[config.mk]
export PLATFORM = sky130hd
export DESIGN_NAME = imem_program_loader
export DESIGN_NICKNAME = d
export VERILOG_FILES = /design/src/rtl/imem_program_loader.sv
export SDC_FILE = /design/constraint.sdc
export NUM_CORES = 1
export LEC_CHECK = 0
export ABC_AREA = 1
export CORE_UTILIZATION = 45
export DETAILED_ROUTE_END_ITERATION = 7
export MAX_ROUTING_LAYER = met4
export PLACE_DENSITY = 0.66
export RECOVER_POWER = 25
export REMOVE_ABC_BUFFERS = 1
export SETUP_SLACK_MARGIN = 0.4
export SLEW_MARGIN = 20
export SYNTH_ARGS = -nofsm -noshare
export SYNTH_HDL_FRONTEND = slang
export SYNTH_SLANG_ARGS = --single-unit
[constraint.sdc]
create_clock -name clock -period 4.4 [get_ports clock]
set_clock_uncertainty 0.2 [all_clocks]
set_input_delay 0.88 -clock clock [delete_from_list [all_inputs] [get_ports clock]]
set_output_delay 0.88 -clock clock [all_outputs]
set_load 0.01 [all_outputs]
[src/rtl/imem_program_loader.sv]
// Streams a length-prefixed byte image into instruction memory as big-endian 32-bit words.
// Defining IMEM_LOADER_CHECKSUM_EN adds a trailing XOR checksum byte to the stream.
module imem_program_loader #(
    parameter int ADDR_W    = 10,
    parameter int BASE_ADDR = 0
) (
    input  logic              clock,
    input  logic              reset_n,
    input  logic              start,
    input  logic              in_valid,
    input  logic [7:0]        in_data,
    output logic              in_ready,
    output logic              imem_we,
    output logic [ADDR_W-1:0] imem_addr,
    output logic [31:0]       imem_wdata,
    output logic              core_hold,
    output logic              done,
    output logic              error,
    output logic [15:0]       words_loaded
);

    typedef enum logic [2:0] {
        IDLE    = 3'd0,
        HDR_HI  = 3'd1,
        HDR_LO  = 3'd2,
        PAYLOAD = 3'd3,
        DONE    = 3'd4,
`ifdef IMEM_LOADER_CHECKSUM_EN
        CHK     = 3'd6,
`endif
        ERR     = 3'd5
    } state_t;

    localparam logic [ADDR_W-1:0] BASE     = ADDR_W'(BASE_ADDR);
    localparam logic [16:0]       CAPACITY = 17'((1 << ADDR_W) - BASE_ADDR);

    state_t      state;
    logic [15:0] count_n;
    logic [23:0] asm_q;
    logic [1:0]  byte_idx;
    logic        accept;
    logic [15:0] header_n;
`ifdef IMEM_LOADER_CHECKSUM_EN
    logic [7:0]  checksum;
`endif

    assign accept   = in_valid && in_ready;
    assign header_n = {count_n[15:8], in_data};

    always_comb begin
        in_ready = 1'b0;
        case (state)
            HDR_HI, HDR_LO, PAYLOAD: in_ready = 1'b1;
`ifdef IMEM_LOADER_CHECKSUM_EN
            CHK:                     in_ready = 1'b1;
`endif
            default:                 in_ready = 1'b0;
        endcase
    end

    // The finishing transition lands in CHK when checksums are enabled, otherwise straight in DONE.
    always_ff @(posedge clock) begin
        if (!reset_n) begin
            state        <= IDLE;
            core_hold    <= 1'b1;
            imem_we      <= 1'b0;
            imem_addr    <= BASE;
            imem_wdata   <= 32'd0;
            done         <= 1'b0;
            error        <= 1'b0;
            words_loaded <= 16'd0;
            byte_idx     <= 2'd0;
            count_n      <= 16'd0;
            asm_q        <= 24'd0;
`ifdef IMEM_LOADER_CHECKSUM_EN
            checksum     <= 8'd0;
`endif
        end else begin
            imem_we <= 1'b0;
            case (state)
                IDLE, DONE, ERR: begin
                    if (start) begin
                        state        <= HDR_HI;
                        done         <= 1'b0;
                        error        <= 1'b0;
                        core_hold    <= 1'b1;
                        words_loaded <= 16'd0;
                        byte_idx     <= 2'd0;
                        imem_addr    <= BASE;
`ifdef IMEM_LOADER_CHECKSUM_EN
                        checksum     <= 8'd0;
`endif
                    end
                end
                HDR_HI: begin
                    if (accept) begin
                        count_n[15:8] <= in_data;
                        state         <= HDR_LO;
                    end
                end
                HDR_LO: begin
                    if (accept) begin
                        count_n[7:0] <= in_data;
                        if (header_n == 16'd0) begin
`ifdef IMEM_LOADER_CHECKSUM_EN
                            state     <= CHK;
`else
                            state     <= DONE;
                            done      <= 1'b1;
                            core_hold <= 1'b0;
`endif
                        end else if ({1'b0, header_n} > CAPACITY) begin
                            state <= ERR;
                            error <= 1'b1;
                        end else begin
                            state <= PAYLOAD;
                        end
                    end
                end
                PAYLOAD: begin
                    if (accept) begin
`ifdef IMEM_LOADER_CHECKSUM_EN
                        checksum <= checksum ^ in_data;
`endif
                        if (byte_idx == 2'd3) begin
                            imem_we      <= 1'b1;
                            imem_wdata   <= {asm_q, in_data};
                            imem_addr    <= BASE + ADDR_W'(words_loaded);
                            words_loaded <= words_loaded + 16'd1;
                            byte_idx     <= 2'd0;
                            if (words_loaded + 16'd1 == count_n) begin
`ifdef IMEM_LOADER_CHECKSUM_EN
                                state     <= CHK;
`else
                                state     <= DONE;
                                done      <= 1'b1;
                                core_hold <= 1'b0;
`endif
                            end
                        end else begin
                            asm_q    <= {asm_q[15:0], in_data};
                            byte_idx <= byte_idx + 2'd1;
                        end
                    end
                end
`ifdef IMEM_LOADER_CHECKSUM_EN
                CHK: begin
                    if (accept) begin
                        if (in_data == checksum) begin
                            state     <= DONE;
                            done      <= 1'b1;
                            core_hold <= 1'b0;
                        end else begin
                            state <= ERR;
                            error <= 1'b1;
                        end
                    end
                end
`endif
                default: state <= IDLE;
            endcase
        end
    end

endmodule

# Word-level counts from Yosys, hierarchy flattened
# Index checks and enable logic that the tools add are counted.
# totals
inputBits,12
out_inout_bits,63
word_cells,91
register_bits,107
# op_classes
reduce_logical,18
addsub,2
bitwise_logic,1
n_lt_le_gt_ge,1
n_eq_ne,16
n_mux,41
# op_table
cell,count
$mux W16,3
$pmux W16 S2,1
$mux W10,3
$mux W3,8
$pmux W10 S2,1
$ne A2 B2 Y1 const B,9
$mux W1,17
$add A16 B1 Y16 const B,1
$eq A16 B16 Y1,1
$gt A16 B11 Y1 const B,1
$logic_not A16 Y1,1
$pmux W3 S4,1
$reduce_and A3 Y1,4
$reduce_and A7 Y1,1
$eq A3 B2 Y1 const B,2
$eq A3 B3 Y1 const B,2
$mux W2,3
$pmux W1 S3,2
$reduce_and A6 Y1,1
$reduce_or A3 Y1,2
$reduce_and A5 Y1,1
$pmux W2 S2,1
$reduce_and A2 Y1,2
$reduce_and A4 Y1,1
other kinds (9),10

# Longest topological paths before layout
# Gate-level depths: netlist (run 1).
# depth
ltp_word,6
mapped_depth,16
mapped_depth_nobuf,15

# Least setup slack after synthesis (run 1)
# No wires, ideal clock.
# synth_path
path_kind,input -> register
startpoint,input in_data[6]
endpoint,register done
stages,7
path_buffers,0
setup_ps,131
path_slack_ps,2073
t_arrival_ps,1997
cell_sequence,or2_2 > nor4_1 > nand2_1 > a21oi_1 > nand2_1 > nand2_1 > a21oi_2
# synth_between
elab_chain_cells,3
# synth_rtl
item,line_no,source
start: declaration,11,"input logic [7:0] in_data,"
$logic_not A16 Y1,104,if (header_n == 16'd0) begin
$ne A2 B2 Y1 (no source line),n/a,
$reduce_and A7 Y1 (no source line),n/a,
end signal: assignment,84,done <= 1'b0;
end signal: assignment,109,done <= 1'b1;
end signal: assignment,136,done <= 1'b1;
end: declaration,17,"output logic done,"
# No other way between the ends.
# A chain may end at the register's enable or synchronous reset.

# Worst setup path after layout (run 1)
# layout_path
startpoint,input in_valid
endpoint,register imem_wdata[19]
# layout_between
elab_chain_cells,2
# layout_rtl
item,line_no,source
start: declaration,10,"input logic in_valid,"
$logic_and A1 B1 Y1,47,assign accept = in_valid && in_ready;
$reduce_and A3 Y1 (no source line),n/a,
end signal: assignment,127,"imem_wdata <= {asm_q, in_data};"
end: declaration,15,"output logic [31:0] imem_wdata,"
# No other way between the ends.

==> qor.txt, run 1 <==
Syn Area/Cell: 7.160 µm²
fill count: 986
row cnt: 36
WL per Instance: 12.79 µm
PostCTS Resize Cnt: 0
Global Route Usage Sum: 0.2154
DRC violations left: 0
TritonCTS buffer count: 9
Peak Freq: 352.6 MHz
GRT overflow: 0
actual slew at the worst max-slew pin: 1.060 ns
Max FO, Critical Path: 33
Area growth syn-to-layout: 21.43%
total die area: 10,800 µm²
hold-fix buffers at CTS: 0
sequential fraction of the synthesis area: 0.4581
I/O pins: 75
Post-Place Cell Area: 5475 µm²
Worst Path Required: 4.47 ns
crit end category: flip-flop
Max clock buf depth: 2
non-filler cells in the finished layout: 850
CP Data Arrival Time: 2.90 ns
Core ar.: 9910 µm²
n_diodes: 0
Worst Reg2Reg Path Length in Cells: 14
P_leak: 2.490 nW
DP HPWL: 7.200 mm
post-synth cell types: 36
mapped cell area: 4676 µm²
clk root buf: clkbuf_8
routability cong.: 0.8984
H-tree Lvls: 3
Yosys reg bits: 107
Final Instance Area: 5678 µm²
worst relative slew slack: 0.2925
Via density: 5.002
hold path depth: 2
share of cells above drive strength 1: 0.07810
Die Height: 103.9 µm
final worst path period share: 0.6445
Port Buffers: 74
synth warn: 0
nets: 726
final critical-path required period: 2.836 ns
critical path class: input port to flip-flop
setup violators final: 0
initial antenna violation count: 0
VDD IR-drop max: 0.1793 mV
Worst-Skew Late Latency: 0.37 ns
vias in the first global route: 3,957
Critical Path Source Type: input port
initial DRC count: 187
number of cells produced by synthesis: 653
CTS tree: built
Reg clk slew, reported paths: 0.11 ns
Detail Route Antenna Nets: 0
hold crit path type: flip-flop to flip-flop
Final Hold Viols: 0
DR pass1 iterations: 4
Sink Count: 107
Post-CTS Repair Setup Buffers: 0
Max Cap Violations: 0
first-pass GRT wire length: 18.69 mm
via count: 4,252
Placed Instances: 834
DRT Wirelength: 10.88 mm
chip width: 103.9 µm
Slew Limit Fails: 0
initial core utilization: 0.4718
setup tns final: 0 ns
status: completed
PwrDens: 381.2 nW/µm²
Pwr Total: 2.165 mW
largest net degree at the start of global routing: 78
RSZ-0062 raised after global routing: false
WHS: 0.2635 ns
## power by group
group / switching, mW / total, mW / leakage, nW / internal (mW)
Clock: 0.368 / 0.607 / 0.104 / 0.239
Sequential: 0.0477 / 1.08 / 0.864 / 1.04
Combinational: 0.301 / 0.474 / 1.52 / 0.174
## critical path: stages
cell	delay (ns)
dlygate4sd3_1	0.63
nand2_1	0.15
nor2_4	0.13
clkinv_1	0.71
nor2_1	0.32
nor2_1	0.08
## sequential cells by signal, summed over array words and instances (netlist names), 2 cells and up
name          cells
asm_q            24
byte_idx          2
count_n          16
imem_addr        10
imem_wdata       32
state             3
words_loaded     16
## synth_stat cells
| library cell | n | share of area |
|---|---|---|
| nor3_1 | 1 | 0.0011 |
| a22oi_1 | 9 | 0.014 |
| o21ai_0 | 78 | 0.083 |
| nor2_4 | 5 | 0.012 |
| nand3_1 | 30 | 0.032 |
| inv_1 | 39 | 0.031 |
| buf_6 | 1 | 0.0024 |
| buf_1 | 1 | 0.00080 |
| or2_2 | 1 | 0.0013 |
| o21bai_1 | 1 | 0.0016 |
| a31oi_1 | 1 | 0.0013 |
| a21oi_2 | 1 | 0.0019 |
| clkbuf_1 | 18 | 0.014 |
| xor2_1 | 3 | 0.0056 |
| xnor3_1 | 1 | 0.0048 |
| nor2_2 | 10 | 0.013 |
| nand2_2 | 6 | 0.0080 |
| nand3b_1 | 2 | 0.0032 |
| nand4_1 | 3 | 0.0040 |
| dfxtp_1 | 107 | 0.46 |
| nand2_1 | 102 | 0.082 |
| ha_1 | 2 | 0.0054 |
| nor4_1 | 2 | 0.0027 |
| xor3_1 | 1 | 0.0051 |
| xnor2_1 | 3 | 0.0056 |
| o21ai_2 | 1 | 0.0019 |
| buf_4 | 2 | 0.0032 |
| buf_2 | 8 | 0.0086 |
| inv_2 | 7 | 0.0056 |
| nand3_2 | 3 | 0.0064 |
| nor2_1 | 162 | 0.13 |
| o211a_1 | 1 | 0.0021 |
| o2111ai_1 | 1 | 0.0019 |
| nand2_4 | 1 | 0.0024 |
| o21ai_1 | 5 | 0.0054 |
| a21oi_1 | 34 | 0.036 |
## layout make-up
class / instances / area, µm² / share of cell area
clock buffers: 10 / 137.6 / 0.02424
clock inverters: 6 / 65.06 / 0.01146
inverters: 46 / 172.7 / 0.03041
multi-input cells: 470 / 2228 / 0.3925
flip-flops and latches: 107 / 2142 / 0.3773
well taps: 133 / 166.4 / 0.02931
repair buffers: 78 / 765.7 / 0.1349
## routing by layer
layer / up-vias / wire length, µm / global-route usage / part of all wire
met5: - / 0 / - / 0
met4: 0 / 122 / 0.05510 / 0.011
met3: 11 / 602 / 0.04699 / 0.055
met2: 90 / 4899 / 0.3424 / 0.45
met1: 1929 / 5250 / 0.2785 / 0.48
li1: 2222 / - / - / -
## metrics by stage
| stage | setup slack [ns] | util |
|---|---|---|
| after detailed placement | 1.258 | 0.5525 |
| after global routing | 1.234 | 0.5730 |
| after global placement | 1.321 | 0.5525 |
| after CTS | 1.586 | 0.5730 |
| final | 1.564 | 0.5730 |
| after floorplan | 1.153 | - |
## logic make-up (layout without fill, tap and decap cells)
family	count (synthesis)	in the layout	synth area share
flops	107	107	0.4581
fa+ha+maj	2	2	0.005351
compound gates	132	132	0.1504
xor+xnor	8	8	0.02114
simple gates	328	328	0.2986
buf+inv	76	140	0.06636
## cell usage in the layout (no fill, tap or decap), types with 2 or more instances in the layout
master,Yosys,routed
nor2_1,162,162
dfxtp_1,107,107
nand2_1,102,102
o21ai_0,78,78
clkdlybuf4s50_1,0,40
inv_1,39,38
a21oi_1,34,34
dlygate4sd3_1,0,33
nand3_1,30,30
clkbuf_8,0,10
nor2_2,10,9
a22oi_1,9,9
inv_2,7,7
nor2_4,5,6
nand2_2,6,6
o21ai_1,5,5
buf_4,2,4
nand4_1,3,3
xnor2_1,3,3
xor2_1,3,3
nand3_2,3,3
nor4_1,2,2
nand3b_1,2,2
ha_1,2,2
clkinv_4,0,2
inv_8,0,2
## final timing paths
kind | slack (ns) | from | end
setup / recovery | 1.56 | in_valid | imem_wdata[19]
hold / removal | 0.26 | imem_addr[9] | imem_addr[9]
setup reg to reg | 1.87 | words_loaded[0] | done
hold reg to reg | 0.26 | imem_addr[9] | imem_addr[9]
(Power assumes the default switching activity.)
==> run 2, diff against run 1 <==
Settings changed: PLACE_DENSITY 0.66 to 0.69.
Clock period 4.4 ns to 2.36 ns, I/O delays scaled along.
==> qor.txt, run 2 (synthesis results as in run 1) <==
status: completed
WHS: 0.2559 ns
final critical-path required period: 2.148 ns
Layout Utilization: 0.6556
initial DRC count: 222
sw frac: 0.3452
multi-input logic area: 2425 µm²
chip width: 103.9 µm
final worst path period share: 0.9102
fill count: 865
Reg clk slew, reported paths: 0.10 ns
Hold EP: error
CP Data Arrival Time: 2.20 ns
routability cong.: 0.8195
hold_sp: error
nets: 778
initial antenna violation count: 0
RSZ-0062 raised after global routing: true
PwrDens: 655.4 nW/µm²
total die area: 10,800 µm²
slowest CP cell: dfxtp_2
biggest regs: imem_wdata: 32 flops, asm_q: 24 flops
leading cell type in the layout, fill and taps excluded: nor2_1
P_int: 2.788 mW
Worst Reg2Reg Path Length in Cells: 13
Port Buffers: 74
Final Hold Viols: 0
DP HPWL: 7.689 mm
critical path class: flip-flop to flip-flop
TritonCTS buffer count: 9
hold path depth: 2
Peak Freq: 465.5 MHz
FF-to-FF setup slack: 0.21 ns
most used cell, CP: buf_6
Critical Path Source Type: flip-flop
crit end category: flip-flop
routed length on met3: 806 µm
register area: 2178 µm²
Detail Route Antenna Nets: 0
Clock Power Share: 0.246
P_leak: 2.808 nW
reg2reg end: words_loaded[8]
highest metal used: met4
Max Cap Violations: 0
CTS tree: built
VDD IR-drop max: 0.3505 mV
Max clock buf depth: 2
Slew Limit Fails: 0
slowest stage delay, CP: 0.39 ns
Worst-Skew Late Latency: 0.37 ns
hold crit path type: flip-flop to flip-flop
row cnt: 36
setup violators final: 0
setup tns final: 0 ns
share of cells above drive strength 1: 0.2120
actual slew at the worst max-slew pin: 0.6424 ns
DRT Wirelength: 13.11 mm
vias in the first global route: 4,189
RR Startpoint: words_loaded[0]
Largest Register: imem_wdata
Max FO, Critical Path: 6
highest-count cells in the layout ignoring fill and taps: nor2_1, nand2_1, dfxtp_1
Die Height: 103.9 µm
Final Instance Area: 6496 µm²
Post-Place Cell Area: 5645 µm²
M1 wire length: 5.840 mm
Core ar.: 9910 µm²
worst relative slew slack: 0.5717
n_diodes: 0
critical path startpoint: words_loaded[0]
GRT overflow: 0
Psw: 1.470 mW
H-tree Lvls: 3
via count: 4,592
Sink Count: 107
I/O pins: 75
DRC violations left: 0
largest net degree at the start of global routing: 78
Worst Path Required: 2.41 ns
DR pass1 iterations: 5
crit-path cells: ha_4 > nand2_4 > nor2_4 > nand3_2 > buf_4 > buf_6 > buf_6 > buf_6 > buf_6 > buf_6 > buf_6 > nand3_2 > a21oi_2
Via density: 5.091
first-pass GRT wire length: 20.01 mm
WL per Instance: 14.54 µm
share of power burned in registers: 0.477
Combinational Power Share: 0.277
Area growth syn-to-layout: 38.93%
metal2 WL: 6.308 mm
max reg flops: 32
initial core utilization: 0.4718
clk root buf: clkbuf_8
Global Route Usage Sum: 0.2331
==> run 2: layout make-up <==
type                       count  area share
timing repair buffer         127      0.2078
clock buffer                   9     0.01907
multi-input combinational    470      0.3733
tap                          133     0.02562
clock inverter                 7    0.007897
inverter                      46     0.02754
sequential                   107      0.3353
timing repair inverter         3    0.003467
==> run 2: worst max-delay path, delay by kind of cell (launching register included) <==
family	cells	cell delay [ns]
adder cells (fa/ha/maj)	1	0.18
AO/OA/AOI/OAI	1	0.05
buffers and inverters	7	0.75
flip-flops	1	0.39
AND/OR/NAND/NOR	4	0.45
==> run 2: worst max-delay path by stage <==
stage                            to  slack [ns]
floorplan             imem_wdata[0]       -0.75
global placement          core_hold       -0.19
detailed placement        core_hold       -0.21
CTS                        in_ready        0.21
global route              core_hold        0.11
finish              words_loaded[8]        0.21
==> run 2: repair_timing <==
action / CTS / global route
pin swaps: 12 / 27
setup buffers: 14 / 8
setup endpoints to repair: 72 / 131
hold buffers: 0 / 0
cloned: 2 / 7
resized for setup: 88 / 83
==> run 2: metrics by stage <==
stage          power [mW]  std cells  setup WS, ns
4_1_cts             4.080        887        0.2132
3_5_place_dp        2.987        855       -0.2144
3_3_place_gp        2.971        855       -0.1873
5_1_grt             4.486        902        0.1050
2_1_floorplan       2.660        623       -0.7535
6_report            4.258        902        0.2120
==> run 2: layer usage <==
metal  up-vias  track usage
met5         -            -
met4         0      0.05816
met3        19      0.04950
met2       146       0.3752
met1      2098       0.2987
li1       2329            -
==> run 2: power by group through the flow <==
stage	clock [mW]	sequential [mW]	combinational (mW)
6_report	1.05	2.03	1.18
5_1_grt	1.14	2.05	1.29
4_1_cts	1.06	2.01	1.01
3_5_place_dp	0	2.05	0.932
3_3_place_gp	0	2.05	0.917
2_1_floorplan	0	2.04	0.617
